## src/rtl/shift_seq_pkg.sv

```systemverilog
// shift_pkg: shared types for the shift_seq multi-mode shifter
//   shift_mode_t : command mode codes (5..7 reserved)
//   state_t      : control FSM states
package shift_pkg;
  typedef enum logic [2:0] {SLL, SRL, SRA, ROL, ROR} shift_mode_t;
  typedef enum logic {IDLE, RUN} state_t;
endpackage

```

## src/rtl/shift_seq_if.sv

```systemverilog
// shift_seq_if: command/data bundle of the shift_seq unit
//   master drives load/load_data/start/mode/amount/sin, slave drives q/sout/busy/done
interface shift_seq_if #(parameter int WIDTH = 8);
  localparam int AW = $clog2(WIDTH + 1);
  logic load;
  logic [WIDTH-1:0] load_data;
  logic start;
  logic [2:0] mode;
  logic [AW-1:0] amount;
  logic sin;
  logic [WIDTH-1:0] q;
  logic sout;
  logic busy;
  logic done;
  modport master(output load, load_data, start, mode, amount, sin, input q, sout, busy, done);
  modport slave(input load, load_data, start, mode, amount, sin, output q, sout, busy, done);
endinterface

```

## src/rtl/shift_seq_step.sv

```systemverilog
// shift_step: combinational shift of q by n (1..STEP) bits in one mode
//   in  q, n, mode, fill (vacated-bit value for SLL/SRL)
//   out nq (shifted value), sout (last bit out, or wrapped edge bit for rotates)
module shift_step import shift_pkg::*; #(
  parameter int WIDTH = 8,
  parameter int STEP = 1,
  parameter int AW = $clog2(WIDTH + 1)
) (
  input  logic [WIDTH-1:0] q,
  input  logic [AW-1:0]    n,
  input  shift_mode_t      mode,
  input  logic             fill,
  output logic [WIDTH-1:0] nq,
  output logic             sout
);
  logic [WIDTH-1:0] cur;
  logic so;
  // n single-bit shifts; the last bit pushed out is the innermost one, and
  // SRA re-copies the unchanged msb so every vacated bit gets the same fill
  always_comb begin
    cur = q;
    so = 1'b0;
    for (int i = 0; i < STEP; i++)
      if (AW'(i) < n) begin
        so = (mode == SLL) ? cur[WIDTH-1] : cur[0];
        cur = (mode == SLL) ? {cur[WIDTH-2:0], fill} :
              (mode == SRL) ? {fill, cur[WIDTH-1:1]} :
              (mode == SRA) ? {cur[WIDTH-1], cur[WIDTH-1:1]} :
              (mode == ROL) ? {cur[WIDTH-2:0], cur[WIDTH-1]} :
              (mode == ROR) ? {cur[0], cur[WIDTH-1:1]} : cur;
      end
    nq = cur;
    sout = (mode == ROL) ? cur[0] : (mode == ROR) ? cur[WIDTH-1] : so;
  end
endmodule

```

## src/rtl/shift_seq.sv

```systemverilog
// shift_seq: multi-mode sequential shifter with load and multi-cycle shift-by-N
//   clk  : rising-edge clock
//   rst  : asynchronous active-low reset
//   bus  : shift_seq_if slave (load/start command in, q/sout/busy/done out)
module shift_seq import shift_pkg::*; #(
  parameter int WIDTH = 8,
  parameter int STEP = 1
) (
  input logic clk,
  input logic rst,
  shift_seq_if.slave bus
);
  localparam int AW = $clog2(WIDTH + 1);
  state_t state;
  shift_mode_t md;
  logic [AW-1:0] rem, clamp, n;
  logic [WIDTH-1:0] q, nq;
  logic sout, ns, busy, done;
  assign clamp = (bus.amount > AW'(WIDTH)) ? AW'(WIDTH) : bus.amount;
  assign n = (rem < AW'(STEP)) ? rem : AW'(STEP);
  shift_step #(.WIDTH(WIDTH), .STEP(STEP), .AW(AW)) u_step (
    .q(q), .n(n), .mode(md), .fill(bus.sin), .nq(nq), .sout(ns)
  );
  always_ff @(posedge clk or negedge rst)
    if (!rst) begin
      state <= IDLE;
      md <= SLL;
      rem <= '0;
      q <= '0;
      sout <= 1'b0;
      busy <= 1'b0;
      done <= 1'b0;
    end else begin
      done <= 1'b0;
      if (state == IDLE) begin
        if (bus.load) q <= bus.load_data;
        else if (bus.start) begin
          md <= shift_mode_t'(bus.mode);
          rem <= clamp;
          // zero distance or reserved code completes without entering RUN
          if (clamp == '0 || bus.mode > 3'd4) done <= 1'b1;
          else begin
            state <= RUN;
            busy <= 1'b1;
          end
        end
      end else begin
        q <= nq;
        sout <= ns;
        rem <= rem - n;
        if (rem == n) begin
          state <= IDLE;
          busy <= 1'b0;
          done <= 1'b1;
        end
      end
    end
  assign bus.q = q;
  assign bus.sout = sout;
  assign bus.busy = busy;
  assign bus.done = done;
endmodule
```

## src/flat_wrapper.sv

```systemverilog
// flat-port wrapper written by rule: the top's interface ports become plain ports
module shift_seq_flat import shift_pkg::*;
#(
  parameter int WIDTH = 8,
  parameter int STEP = 1
)
  (clk, rst, bus_load, bus_load_data, bus_start, bus_mode, bus_amount, bus_sin, bus_q, bus_sout, bus_busy, bus_done);
  shift_seq_if #(.WIDTH(WIDTH)) bus_i ();
  input logic clk;
  input logic rst;
  input wire logic [$bits(bus_i.load)-1:0] bus_load;
  input wire logic [$bits(bus_i.load_data)-1:0] bus_load_data;
  input wire logic [$bits(bus_i.start)-1:0] bus_start;
  input wire logic [$bits(bus_i.mode)-1:0] bus_mode;
  input wire logic [$bits(bus_i.amount)-1:0] bus_amount;
  input wire logic [$bits(bus_i.sin)-1:0] bus_sin;
  output wire logic [$bits(bus_i.q)-1:0] bus_q;
  output wire logic [$bits(bus_i.sout)-1:0] bus_sout;
  output wire logic [$bits(bus_i.busy)-1:0] bus_busy;
  output wire logic [$bits(bus_i.done)-1:0] bus_done;
  assign bus_i.load = bus_load;
  assign bus_i.load_data = bus_load_data;
  assign bus_i.start = bus_start;
  assign bus_i.mode = bus_mode;
  assign bus_i.amount = bus_amount;
  assign bus_i.sin = bus_sin;
  assign bus_q = bus_i.q;
  assign bus_sout = bus_i.sout;
  assign bus_busy = bus_i.busy;
  assign bus_done = bus_i.done;
  shift_seq #(.WIDTH(WIDTH), .STEP(STEP)) u_core (.clk(clk), .rst(rst), .bus(bus_i));
endmodule
```

## config.mk

```make
export PLATFORM = sky130hd
export DESIGN_NAME = shift_seq_flat
export DESIGN_NICKNAME = d
export VERILOG_FILES = /design/src/rtl/shift_seq_pkg.sv /design/src/rtl/shift_seq_if.sv /design/src/rtl/shift_seq_step.sv /design/src/rtl/shift_seq.sv /design/src/flat_wrapper.sv
export SDC_FILE = /design/constraint.sdc
export NUM_CORES = 1
export LEC_CHECK = 0
export CORE_ASPECT_RATIO = 1.1
export CORE_UTILIZATION = 40
export DETAILED_ROUTE_END_ITERATION = 8
export GPL_TIMING_DRIVEN = 0
export PLACE_DENSITY = 0.66
export SYNTH_ARGS = -nofsm -noshare
export SYNTH_HDL_FRONTEND = slang
export SYNTH_SLANG_ARGS = --single-unit
```

## constraint.sdc

```tcl
create_clock -name clk -period 2.2 [get_ports clk]
set_input_delay 0.44 -clock clk [delete_from_list [all_inputs] [get_ports clk]]
set_output_delay 0.44 -clock clk [all_outputs]
set_load 0.05 [all_outputs]
```

==> results of run 1 <==
==> state kept, by name, indices dropped and copies added (netlist names) <==
signal           cells
u_core.state         1
u_core.bus.q         8
u_core.rem           4
u_core.bus.busy      1
u_core.md            3
u_core.bus.done      1
u_core.bus.sout      1
==> layer usage <==
layer	vias to the layer above	share of wire [%]	track usage (%)
li1	655	-	-
met5	-	0	0
met4	0	1.0	7.93
met1	649	44	28.5
met2	40	50	35.9
met3	4	5.1	2.07
==> placed cells by master (no fill, tap or decap), drive strengths merged, types with 2 or more instances in the layout <==
cell type,n
inv,3
nor2b,3
o21ai,9
o221ai,2
mux2i,15
o22ai,6
o31ai,2
clkbuf,10
nand2b,6
nor2,10
nand2,13
buf,6
and3,5
nand3,3
o211ai,6
clkdlybuf4s50,30
dfrtp,19
nor3b,3
a21oi,7
nor3,2
a31oi,8
a211oi,2
==> logic make-up (layout without fill, tap and decap cells) <==
family | Yosys count | count (layout)
AOI/OAI and AO/OA | 50 | 50
adders and majority gates | 1 | 1
buffers and inverters | 16 | 50
DFF | 19 | 19
muxes | 16 | 16
and+or+nand+nor | 52 | 52
==> report_power, final <==
part / internal [mW] / switching (mW) / total (mW)
logic: 0.774 / 1.14 / 1.92
registers: 0.529 / 0.251 / 0.780
clock network: 0.0707 / 0.117 / 0.187
==> path summary, 6_finish.rpt <==
| check | cells past startpoint | from | end |
|---|---|---|---|
| min | 2 | u_core.rem[3] | u_core.rem[3] |
| max reg2reg | 7 | u_core.rem[2] | u_core.rem[2] |
| max in group asynchronous | 1 | rst | u_core.bus.q[0] |
| min reg2reg | 2 | u_core.rem[3] | u_core.rem[3] |
| max | 1 | u_core.bus.q[3] | bus_q[3] |
| min in group asynchronous | 1 | rst | u_core.bus.q[3] |
==> area by class of cell <==
class,instances,area (um2),area share (%)
clock buffers,4,26.3,1.54
plain buffers,12,58.8,3.45
multi-input cells,119,787,46.1
repair buffers,30,300,17.6
well taps,34,42.5,2.49
flip-flops and latches,19,475,27.9
inverters,4,15.0,0.880
==> impl_metrics.toml, run 1 <==
[status]
status = "finished, violations left"
failed_checks = "DRC"

[timing]
fin_skew_ns = 0.0102
slew_viol_final = 0
max_freq_mhz = 472
hold_ws_ns = 0.590
fin_ws_ns = 0.0836
setup_viol = 0
period_minus_slack_ns = 2.12
slew_headroom_pct = 39.2
min_period_over_period_pct = 96.2
finalSetupTns_ns = 0
hold_viol = 0
max_slew.worst_pin.slew_ns = 0.909
rsz0062_at_grt = "no"

[logic_synthesis]
synth_most_common_cell = "dfrtp_1"
synth-edff-count = 0
synth.area.top_cells = "dfrtp_1 36%, mux2i_1 11%, nand2_1 3.7%, o21ai_0 3.4%, o211ai_1 3.4%"
syn_area_um2 = 1340
synth_top_family_by_area = "compound AO/OA/AOI/OAI gates"
synthDistinctLibCells = 41
synthMuxAreaShare_pct = 12.1
async_reset_ff_share_pct = 100
synth_simple_gate_area_share_pct = 20.6
synth_compound_area_share_pct = 25.3
yosys_warnings = 0
syn-instance-count = 154
ys_seq_elements = 19
synth_ff_type = "dfrtp_1"
syn_area_per_cell_um2 = 8.68
synth-adder-area-share_pct = 0.936
yosysTopAreaCell = "dfrtp_1"
seq_area_frac_synth_pct = 35.6
syn_nets = 175
synth_top_area_share_pct = 35.6
yosys-top-cells-count = "19 x dfrtp_1, 15 x mux2i_1, 13 x nand2_1"
synth-xor-area-share_pct = 0

[floorplanning]
rows = 21
fp.coreArea_um2 = 3100
start_util_pct = 43.1
io_pins = 31
die_w_um = 57.1
die-area_um2 = 3580
die_y_um = 62.6

[power]
power.total_mw = 2.88
p_leak_nw = 0.673
power_density_nw_per_um2 = 1690
peakVddDrop_v = 0.000748

[clock_network]
cts_hold_buf = 0
clkLatencyLatePin_ns = 0.30
clock-sinks = 19
clk_pin_slew_ns = 0.12
cts_buffer_depth = 2
cts_resized = 0
h-tree-depth = 1
post-cts-setup-buffers = 0
root_buffer = "clkbuf_4"
cts_buffers = 3
cts_tree = "built"

[drt]
first_pass_iters = 6
drt-total-wl_um = 3640
num_vias = 1348
wl_per_cell_um = 16.4
first_iter_violations = 34
vias_per_cell = 6.07
drcViolationCount = 6
final_antenna_net_count = 0

[place]
place_inst = 218
postPlaceCellArea_um2 = 1680
dp_hpwl_um = 2650
place_congestion = 0.872
numPortBuffers = 30
dp_slack_ns = -0.0492

[worst_setup_path]
r2r_setup_slack_ns = 0.22
path_delay_family = "buffers and inverters"
critPathRequiredTime_ns = 1.76
cp_num_buf_inv = 1
slowest_stage = "clkdlybuf4s50_1"
startpoint_type = "flop"
cp_data_arrival_time_ns = 1.68
worstSetupPathType = "reg2out"
max_stage_delay_ns = 0.86
endpoint_kind = "output pin"
crit_fanout = 7
crit_chain = "clkdlybuf4s50_1"

[cells_and_area]
fin_cells = 222
n_antenna_cell = 0
finalInstanceArea_um2 = 1710
num-fill-cells = 300
syn_to_final_growth_pct = 27.6
num-nets-final = 210
drive_gt1_share_pct = 6.38
fin_util_pct = 55.0

[global_routing]
grt_overflow = 0
grt_pass1_vias = 1274
grt_antenna_before_repair = 0
grt_usage_pct = 21.5
grt_pass1_wl_um = 6020
grt_max_degree = 20

[min_path]
min_path_type = "reg2reg"

[job]
cap_viol_max_count = 0
(Power assumes the default switching activity.)
==> run 2, diff against run 1 <==
--- a/config.mk
+++ b/config.mk
@@ -5,6 +5,8 @@
 export SDC_FILE = /design/constraint.sdc
 export NUM_CORES = 1
 export LEC_CHECK = 0
+export ABC_CLOCK_PERIOD_IN_PS = 2200
+export CAP_MARGIN = 20
 export CORE_ASPECT_RATIO = 1.1
 export CORE_UTILIZATION = 40
 export DETAILED_ROUTE_END_ITERATION = 8
==> results of run 2 <==
Final layout, timing and power as in run 1 (identical DEF).
